[src/rtl/load_diffusion_errors_pkg.sv]
// Shared widths and FSM state encodings for the diffusion-error loader.
package load_diffusion_errors_pkg;

    localparam int ADDR_W = 10;
    localparam int DATA_W = 32;

    typedef enum logic [4:0] {
        S_IDLE  = 5'b00001,
        S_CLEAR = 5'b00010,
        S_RD    = 5'b00100,
        S_WAIT  = 5'b01000,
        S_LATCH = 5'b10000
    } state_e;

endpackage

[src/rtl/load_diffusion_errors.sv]
// Loads top/left diffusion errors for one macroblock column from the top-line RAM,
// and zeroes that RAM at frame start. All outputs are registered.
module load_diffusion_errors
    import load_diffusion_errors_pkg::*;
(
    input  logic              clk,
    input  logic              rst_n,
    input  logic              start,
    input  logic [ADDR_W-1:0] x,
    input  logic [DATA_W-1:0] left_derr_in,
    input  logic              clear,
    input  logic [ADDR_W-1:0] mb_w,
    input  logic [DATA_W-1:0] top_derr_rdata,
    output logic              top_derr_en,
    output logic              top_derr_wea,
    output logic [ADDR_W-1:0] top_derr_addr,
    output logic [DATA_W-1:0] top_derr_wdata,
    output logic [DATA_W-1:0] top_derr,
    output logic [DATA_W-1:0] left_derr,
    output logic              done,
    output logic              clear_done
);

    state_e            state_q, state_d;
    logic [ADDR_W-1:0] cnt_q, cnt_d;
    logic              en_q, en_d;
    logic              wea_q, wea_d;
    logic [ADDR_W-1:0] addr_q, addr_d;
    logic [ADDR_W-1:0] capX_q, capX_d;
    logic [DATA_W-1:0] capLeft_q, capLeft_d;
    logic [DATA_W-1:0] topDerr_q, topDerr_d;
    logic [DATA_W-1:0] leftDerr_q, leftDerr_d;
    logic              done_q, done_d;
    logic              clearDone_q, clearDone_d;

    always_comb begin
        state_d     = state_q;
        cnt_d       = cnt_q;
        en_d        = en_q;
        wea_d       = wea_q;
        addr_d      = addr_q;
        capX_d      = capX_q;
        capLeft_d   = capLeft_q;
        topDerr_d   = topDerr_q;
        leftDerr_d  = leftDerr_q;
        done_d      = 1'b0;
        clearDone_d = 1'b0;

        case (state_q)
            S_IDLE: begin
                if (clear) begin
                    state_d = S_CLEAR;
                    cnt_d   = '0;
                    addr_d  = '0;
                    if (mb_w == '0) begin
                        en_d        = 1'b0;
                        wea_d       = 1'b0;
                        clearDone_d = 1'b1;
                    end else begin
                        en_d  = 1'b1;
                        wea_d = 1'b1;
                    end
                end else if (start) begin
                    state_d   = S_RD;
                    en_d      = 1'b1;
                    wea_d     = 1'b0;
                    addr_d    = x;
                    capX_d    = x;
                    capLeft_d = left_derr_in;
                end
            end
            // The write currently on the bus is the last one when cnt reaches mb_w-1.
            S_CLEAR: begin
                if (clearDone_q) begin
                    state_d = S_IDLE;
                end else if (cnt_q == mb_w - 10'd1) begin
                    en_d        = 1'b0;
                    wea_d       = 1'b0;
                    clearDone_d = 1'b1;
                end else begin
                    cnt_d  = cnt_q + 10'd1;
                    addr_d = cnt_q + 10'd1;
                end
            end
            S_RD: begin
                en_d    = 1'b0;
                state_d = S_WAIT;
            end
            S_WAIT: begin
                state_d = S_LATCH;
            end
            S_LATCH: begin
                topDerr_d  = top_derr_rdata;
                leftDerr_d = (capX_q == '0) ? '0 : capLeft_q;
                done_d     = 1'b1;
                state_d    = S_IDLE;
            end
            default: begin
                state_d = S_IDLE;
                en_d    = 1'b0;
                wea_d   = 1'b0;
            end
        endcase
    end

    always_ff @(posedge clk or negedge rst_n) begin
        if (!rst_n) begin
            state_q     <= S_IDLE;
            cnt_q       <= '0;
            en_q        <= 1'b0;
            wea_q       <= 1'b0;
            addr_q      <= '0;
            capX_q      <= '0;
            capLeft_q   <= '0;
            topDerr_q   <= '0;
            leftDerr_q  <= '0;
            done_q      <= 1'b0;
            clearDone_q <= 1'b0;
        end else begin
            state_q     <= state_d;
            cnt_q       <= cnt_d;
            en_q        <= en_d;
            wea_q       <= wea_d;
            addr_q      <= addr_d;
            capX_q      <= capX_d;
            capLeft_q   <= capLeft_d;
            topDerr_q   <= topDerr_d;
            leftDerr_q  <= leftDerr_d;
            done_q      <= done_d;
            clearDone_q <= clearDone_d;
        end
    end

    assign top_derr_en    = en_q;
    assign top_derr_wea   = wea_q;
    assign top_derr_addr  = addr_q;
    assign top_derr_wdata = '0;
    assign top_derr       = topDerr_q;
    assign left_derr      = leftDerr_q;
    assign done           = done_q;
    assign clear_done     = clearDone_q;

endmodule

[config.mk]
export PLATFORM = sky130hd
export DESIGN_NAME = load_diffusion_errors
export DESIGN_NICKNAME = d
export VERILOG_FILES = /design/src/rtl/load_diffusion_errors_pkg.sv /design/src/rtl/load_diffusion_errors.sv
export SDC_FILE = /design/constraint.sdc
export NUM_CORES = 1
export LEC_CHECK = 0
export BUFFER_PORTS_ARGS = -buffer_cell sky130_fd_sc_hd__clkbuf_2
export CAP_MARGIN = 20
export CORE_MARGIN = 8
export CORE_UTILIZATION = 38
export DETAILED_ROUTE_END_ITERATION = 8
export GPL_TIMING_DRIVEN = 0
export MAX_ROUTING_LAYER = met4
export SKIP_CTS_REPAIR_TIMING = 1
export SLEW_MARGIN = 5
export SYNTH_ARGS = -nofsm -noshare
export SYNTH_HDL_FRONTEND = slang
export SYNTH_SLANG_ARGS = --single-unit
[constraint.sdc]
create_clock -name clk -period 2.6 [get_ports clk]
set_input_delay 0.13 -clock clk [delete_from_list [all_inputs] [get_ports clk]]
set_output_delay 0.13 -clock clk [all_outputs]
set_load 0.005 [all_outputs]
* After elaboration in Yosys (flattened, before gate mapping)
Cells that the tools add are included.
Cells by class: reduce and logical (&&, ||, !) cells 11, bitwise operators 3, eq/ne operators 12, mux-type cells 27, add/subtract/negate cells 2
Operators with widths (count):
- two-way mux 10 bit | 5
- case mux 10 bit (2 select lines) | 2
- two-way mux 32 bit | 1
- zero test 10 bit | 2
- case mux 5 bit (4 select lines) | 1
- AND reduction 4 bit | 4
- two-way mux 5 bit | 3
- two-way mux 1 bit | 12
- adder 10 x 1 -> 10 bit (second input constant) | 1
- == test 10 bit | 1
- inequality test 2 bit (second input constant) | 5
- subtractor 10 x 1 -> 10 bit (second input constant) | 1
- case mux 1 bit (3 select lines) | 2
- == test 5 x 1 -> 1 bit (second input constant) | 1
- == test 5 x 2 -> 1 bit (second input constant) | 1
- == test 5 x 3 -> 1 bit (second input constant) | 1
- == test 5 x 4 -> 1 bit (second input constant) | 1
- == test 5 bit (second input constant) | 1
- inequality test 3 bit (second input constant) | 1
- NOT 1 bit | 3
- AND reduction 3 bit | 1
- OR reduction 3 bit | 1
- case mux 1 bit (2 select lines) | 1
- AND reduction 2 bit | 1
- 2 further kinds | 2
Word-level totals: output and inout port bits 110, input port bits 88, logic and storage cells 66, register bits 135

* Depth between registers and ports, before layout
Gate-level depths: netlist (run 1).
depth after elaboration 5, depth in mapped cells 8, gate-level depth less buffers 8

* Least setup slack after synthesis (run 1)
No wires, ideal clock.
path type flip-flop to flip-flop, start point register cnt_q[2], end point register addr_q[0] (netlist: top_derr_addr[0]), cell stages (with the launch flop) 7, arrival time 2.013 ns, setup time 0.125 ns, clock period less this slack 2.138 ns, slack 0.462 ns, buffers on the path 1, data required time 2.475 ns, cell sequence dfrtp_1 clkbuf_1 or3_1 a31o_2 a211oi_4 a31oi_4 mux2_4
On the way: longest elaborated chain between the ends 3
RTL lines:
- from (decl) | RTL line load_diffusion_errors.sv:25 | logic [ADDR_W-1:0] cnt_q, cnt_d;
- from (signal assigned) | RTL line load_diffusion_errors.sv:121 | cnt_q <= cnt_d;
- == test 10 bit | RTL line load_diffusion_errors.sv:76 | end else if (cnt_q == mb_w - 10'd1) begin
- inequality test 2 bit (no source line)
- AND reduction 4 bit (no source line)
- to (signal assigned) | RTL line load_diffusion_errors.sv:124 | addr_q <= addr_d;
- to (decl) | RTL line load_diffusion_errors.sv:28 | logic [ADDR_W-1:0] addr_q, addr_d;
Every way passes these cells. A chain may end at the register's enable or synchronous reset.

* Worst setup path after layout (run 1)
start point register cnt_q[7], end point register addr_q[5] (netlist: top_derr_addr[5])
Same word-level chain as after synthesis.

==> flow_summary_export.csv, run 1 <==
group,metric,value,unit
outcome,status,"finished clean",
hold_path,holdCritStartpoint,"x[5]",
critical_path,crit_start,"cnt_q[7]$_DFFE_PN0P_",
floorplan,die_x,142,µm
clock_network,h-tree-depth,4,
timing,worst_pin_slew,692,ps
layout,drive_gt1_frac,0.353,
critical_path,slowest_stage,"or3b_2",
synthesis,synth_cell_types,53,
timing,hold_slack,9.94,ps
clock_network,clock_tree.root_cell,"clkbuf_16",
hold_path,hold_class,"in2reg",
critical_path,timing.rr.start,"cnt_q[7]$_DFFE_PN0P_",
synthesis,yosysTopAreaCellShare,0.553,
floorplan,die_area,20300,µm²
timing,slew_violations,0,
synthesis,synth_commonest_cells,"dfrtp_1 (134), nand2_1 (109), mux2_2 (47)",
synthesis,yosys_register_bits,135,
critical_path,max_stage_delay,470,ps
critical_path,r2r-end,"top_derr_addr[5]$_DFFE_PN0P_",
routing,avgRoutedWirePerCell,16.0,µm
place,gp_congestion,0.859,
synthesis,synth-main-ff-cell,"dfrtp_1",
routing,final_antenna_net_count,0,
synthesis,yosysMostFrequentCell,"dfrtp_1",
clock_network,worstSkewPairLatency,410,ps
critical_path,cp.depth,7,
clock_network,cts_inserted_buffers,17,
routing,viasPerCell,4.74,
critical_path,crit_end,"top_derr_addr[5]$_DFFE_PN0P_",
synthesis,synth_largest_area_cell,"dfrtp_1",
synthesis,postSynthCellCount,540,
critical_path,reg2regPathDepth,7,
timing,final.min_clock_period,2450,ps
floorplan,num_rows,46,
floorplan,fp.dieH,142,µm
floorplan,start_util,0.385,
routing,drc_errors,0,
timing,finalCritPeriodShare,0.944,
clock_network,clk_pin_slew,60,ps
timing,relSlewSlack,0.539,
timing,skew,8.49,ps
clock_network,clockBufferDepth,2,
grt,grt_max_degree,88,
routing,firstDrtPassIters,6,
timing,worst_slack,146,ps
layout,fin_nets,915,
timing,hold_viol_final,0,
critical_path,worstPathRequired,2900,ps
synthesis,syn_area,6060,µm²
job,drv_cap,0,
synthesis,ys_seq_area_frac,0.557,
critical_path,r2r_slack,150,ps
timing,fin_tns_setup,0,ps
clock_network,cts_tree,"yes",
grt,globalRoute.totalOverflow,0,
timing,setup_viol,0,
critical_path,cp.arrival,2750,ps
critical_path,start_kind,"register",
place,post-place-ws,-15.0,ps
pwr,p_per_area,905,nW/µm²
critical_path,critical-path-top-delay-family,"simple AND/OR/NAND/NOR gates",
critical_path,critPathBufInv,1,
critical_path,critical_path.max_fanout,10,
timing,grt_setup_unrepaired,"no",
synthesis,avgSynthCellArea,11.2,µm²
pwr,peakVddDrop,0.000541,V
synthesis,yosysWarnings,0,
routing,routed_wl,16900,µm
place,io_buffers,165,
floorplan,io_pins,198,
grt,antenna_found_initial,0,
synthesis,async_flop_share,1.00,
grt,grt_usage,0.164,
layout,fin_util,0.548,
synthesis,synth_area_leaders,"dfrtp_1 (55%), mux2_2 (8.7%), nand2_1 (6.7%), a22o_1 (4.6%), buf_4 (4.0%)",
timing,fmax,0.408,GHz
clock_network,cts_sinks,135,
routing,dr_total_vias,5000,
critical_path,critPathKind,"reg2reg",
hold_path,min_path_cells,2,
grt,grt_pass1_vias,4828,
critical_path,crit_path_cell_trace,"clkbuf_1 > or3b_2 > mux2i_1 > a31oi_1 > nand2_1 > a31oi_4 > mux2_4",
routing,first_iter_violations,160,
critical_path,cp-end-kind,"register",
layout,syn2layout_area_growth,42.5,%
grt,grt_pass1_wl,25500,µm
pwr,leakage,4.26,nW
floorplan,fp.coreArea,15800,µm²
synthesis,synth-edff-count,0,
place,dpl.hpwl,12400,µm
-- metrics by stage --
step	std cells	power (mW)	instance area, µm²
floorplan	571	4.44	6180
global placement	952	5.23	7280
detailed placement	953	5.33	7310
CTS	985	7.81	7920
global route	1054	8.27	8640
finish	1055	7.82	8640
-- layer usage --
layer | share of wire | GRT usage | vias up
li1 | - | - | 2399
met1 | 0.43 | 0.201 | 2414
met2 | 0.49 | 0.261 | 168
met3 | 0.067 | 0.0423 | 19
met4 | 0.011 | 0.0526 | 0
met5 | 0 | - | -
-- cells by family after synthesis --
logic type / count (synthesis) / share of synthesized area
compound gates: 82 / 0.107
xor+xnor: 14 / 0.0202
fa+ha+maj: 2 / 0.00413
buf+inv: 69 / 0.0625
flops: 135 / 0.557
mux: 59 / 0.112
other cells: 1 / 0.000618
simple gates: 178 / 0.136
-- sequential cells by signal (all words and copies together) (netlist names) --
signal	flops
capLeft_q	32
left_derr	32
top_derr	32
capX_q	10
cnt_q	10
top_derr_addr	10
state_q	5
clear_done	1
done	1
top_derr_en	1
top_derr_wea	1
-- final cells by class --
type,instances,area [µm²]
fill,1391,7130
sequential,135,3380
multi-input combinational,367,2440
timing repair buffer,236,1560
clock buffer,22,464
buffer,56,332
tap,216,270
clock inverter,10,145
inverter,12,45.0
antenna,1,2.50
-- worst reg2reg max path, cell delays in order (launching register included) --
cell and delay (ps):
dfrtp_1 330, clkbuf_1 300, or3b_2 470, mux2i_1 150
a31oi_1 160, nand2_1 270, a31oi_4 280, mux2_4 380
-- worst min path at each step --
stage                                endpoint
detailed placement  left_derr[15]$_DFFE_PN0P_
finish                  capX_q[5]$_DFFE_PN0P_
CTS                 left_derr[19]$_DFFE_PN0P_
global route            capX_q[2]$_DFFE_PN0P_
global placement      top_derr[6]$_DFFE_PN0P_
floorplan            capLeft_q[0]$_DFFE_PN0P_
-- where the power goes --
part           switching [mW]  internal, mW  total (mW)
clock                   0.894          1.57        2.46
combinational           0.963          1.14        2.11
sequential              0.408          2.85        3.26
-- cells in the final DEF, fill, tap and decap left out, types with 4 or more instances in the layout --
cell	netlist	layout
a21oi_1	8	8
a22o_1	32	32
and3_1	4	4
buf_4	32	32
clkbuf_1	22	23
clkbuf_16	0	17
clkbuf_2	0	165
conb_1	1	32
dfrtp_1	134	134
dlygate4sd3_1	0	70
inv_1	12	12
mux2_2	47	47
mux2_4	6	6
mux2i_1	6	6
nand2_1	109	109
nand3_1	8	8
nand3b_1	8	8
nand4_1	4	4
nor2_1	13	13
nor3_1	7	6
nor3b_1	4	4
o21ai_0	13	13
o31ai_1	4	4
or3_1	4	4
xor2_1	11	11
Power figures use the tool's default switching activity.
==> run 2: changes to the inputs <==
- RECOVER_POWER: not set -> 25
==> run 2 against run 1 <==
Net effect:
- first-iteration DRC count decreased by 1.3%
- register-to-register slack hardly changed
- clock power about the same
- maximum frequency barely moved
- non-clock buffer count unchanged
- clock skew is 0.75 ps higher
- cell count unchanged
- critical endpoint unchanged
==> flow_summary_export.csv, run 2 (synthesis gave the netlist of run 1 again) <==
group,metric,value,unit
pwr,power.internal,5.52,mW
layout,fin_cells,1055,
critical_path,timing.rr.start,"cnt_q[7]$_DFFE_PN0P_",
layout,fin_util,0.545,
place,place_inst,953,
critical_path,critPathBufInv,1,
pwr,seqPwrFrac,0.418,
critical_path,crit_path_cell_trace,"clkbuf_1 > or3b_2 > mux2i_1 > a31oi_1 > nand2_1 > a31oi_4 > mux2_4",
grt,grt_max_degree,88,
routing,drc_errors,0,
clock_network,worstSkewPairLatency,420,ps
grt,globalRoute.totalOverflow,0,
floorplan,fp.coreArea,15800,µm²
clock_network,clk_pin_slew,60,ps
timing,worst_pin_slew,1230,ps
routing,first_iter_violations,158,
place,io_buffers,165,
floorplan,die_area,20300,µm²
critical_path,critical_path.max_fanout,10,
routing,routed_wl,17000,µm
layout,design_area,8590,µm²
timing,grt_setup_unrepaired,"no",
timing,skew,9.24,ps
job,drv_cap,0,
critical_path,critPathKind,"reg2reg",
pwr,power.switching,2.27,mW
grt,grt_pass1_vias,4828,
grt,antenna_found_initial,0,
critical_path,critical-path-top-delay-family,"simple AND/OR/NAND/NOR gates",
layout,drive_gt1_frac,0.315,
floorplan,die_x,142,µm
critical_path,r2r_slack,150,ps
timing,hold_slack,4.69,ps
routing,routed.top_layer,"met4",
pwr,peakVddDrop,0.000538,V
clock_network,cts_inserted_buffers,17,
routing,wl_met3,1140,µm
place,post-place-ws,-15.0,ps
routing,avgRoutedWirePerCell,16.1,µm
pwr,p_per_area,907,nW/µm²
floorplan,num_rows,46,
routing,drt-met1-wl,7430,µm
timing,slew_violations,0,
critical_path,cp.depth,7,
pwr,swShare,0.291,
critical_path,crit_end,"top_derr_addr[5]$_DFFE_PN0P_",
floorplan,io_pins,198,
layout,syn2layout_area_growth,41.7,%
timing,fmax,0.407,GHz
critical_path,crit_start,"cnt_q[7]$_DFFE_PN0P_",
clock_network,clock_tree.root_cell,"clkbuf_16",
layout,final_cell_mix,"clkbuf_2 (134), dfrtp_1 (134), nand2_1 (109)",
clock_network,clockBufferDepth,2,
clock_network,cts_tree,"yes",
routing,final_antenna_net_count,0,
outcome,status,"finished clean",
layout,num-fill-cells,1409,
critical_path,reg2regPathDepth,7,
clock_network,cts_sinks,135,
routing,firstDrtPassIters,6,
place,place_area,7310,µm²
routing,wl_met2,8260,µm
floorplan,start_util,0.385,
place,gp_congestion,0.859,
critical_path,start_kind,"register",
timing,final.min_clock_period,2450,ps
pwr,clock_power_share,0.316,
critical_path,slowest_stage,"or3b_2",
routing,dr_total_vias,5001,
critical_path,worstPathRequired,2900,ps
routing,viasPerCell,4.74,
layout,fin_nets,915,
grt,grt_usage,0.164,
timing,worst_slack,146,ps
critical_path,cp-end-kind,"register",
timing,hold_viol_final,0,
place,dpl.hpwl,12400,µm
hold_path,hold_class,"in2reg",
clock_network,h-tree-depth,4,
critical_path,r2r-end,"top_derr_addr[5]$_DFFE_PN0P_",
floorplan,fp.dieH,142,µm
pwr,leakage,4.16,nW
timing,relSlewSlack,0.177,
critical_path,cp.arrival,2750,ps
critical_path,max_stage_delay,470,ps
timing,setup_viol,0,
timing,finalCritPeriodShare,0.944,
pwr,comb_power_share,0.266,
grt,grt_pass1_wl,25500,µm
[run 2: area by class of cell]
cell class | count | area, µm² | share of cell area
Clock inverter | 10 | 145 | 0.0169
Clock buffer | 22 | 464 | 0.0540
Sequential cell | 135 | 3380 | 0.393
Multi-Input combinational cell | 367 | 2440 | 0.284
Inverter | 12 | 45.0 | 0.00524
Buffer | 56 | 332 | 0.0386
Antenna cell | 1 | 2.50 | 0.000291
Tap cell | 216 | 270 | 0.0315
Timing Repair Buffer | 236 | 1510 | 0.176
[run 2: worst min-delay path by stage]
| stage | cells after the start | start | end |
|---|---|---|---|
| CTS | 1 | rst_n | left_derr[19]$_DFFE_PN0P_ |
| finish | 2 | x[5] | capX_q[5]$_DFFE_PN0P_ |
| floorplan | 0 | rst_n | capLeft_q[0]$_DFFE_PN0P_ |
| detailed placement | 1 | rst_n | left_derr[15]$_DFFE_PN0P_ |
| global placement | 3 | top_derr_rdata[6] | top_derr[6]$_DFFE_PN0P_ |
| global route | 2 | x[2] | capX_q[2]$_DFFE_PN0P_ |
[run 2: metal layers]
layer  vias to the layer above  GRT usage
li1                       2398          -
met1                      2417      0.201
met2                       168      0.261
met3                        18     0.0423
met4                         0     0.0526
met5                         -          -
[run 2: power groups by stage]
stage	clock [mW]	combinational, mW	sequential [mW]
after CTS	2.51	2.04	3.26
after floorplan	0	1.20	3.24
after global routing	2.59	2.29	3.35
final	2.46	2.07	3.26
after detailed placement	0	2.03	3.30
after global placement	0	1.97	3.26
[run 2: per-stage QoR]
| step | setup TNS [ps] | total power, mW |
|---|---|---|
| 3_5_place_dp | -21.1 | 5.33 |
| 2_1_floorplan | 0 | 4.44 |
| 5_1_grt | 0 | 8.23 |
| 4_1_cts | -71.8 | 7.81 |
| 3_3_place_gp | -92840 | 5.23 |
| 6_report | 0 | 7.79 |
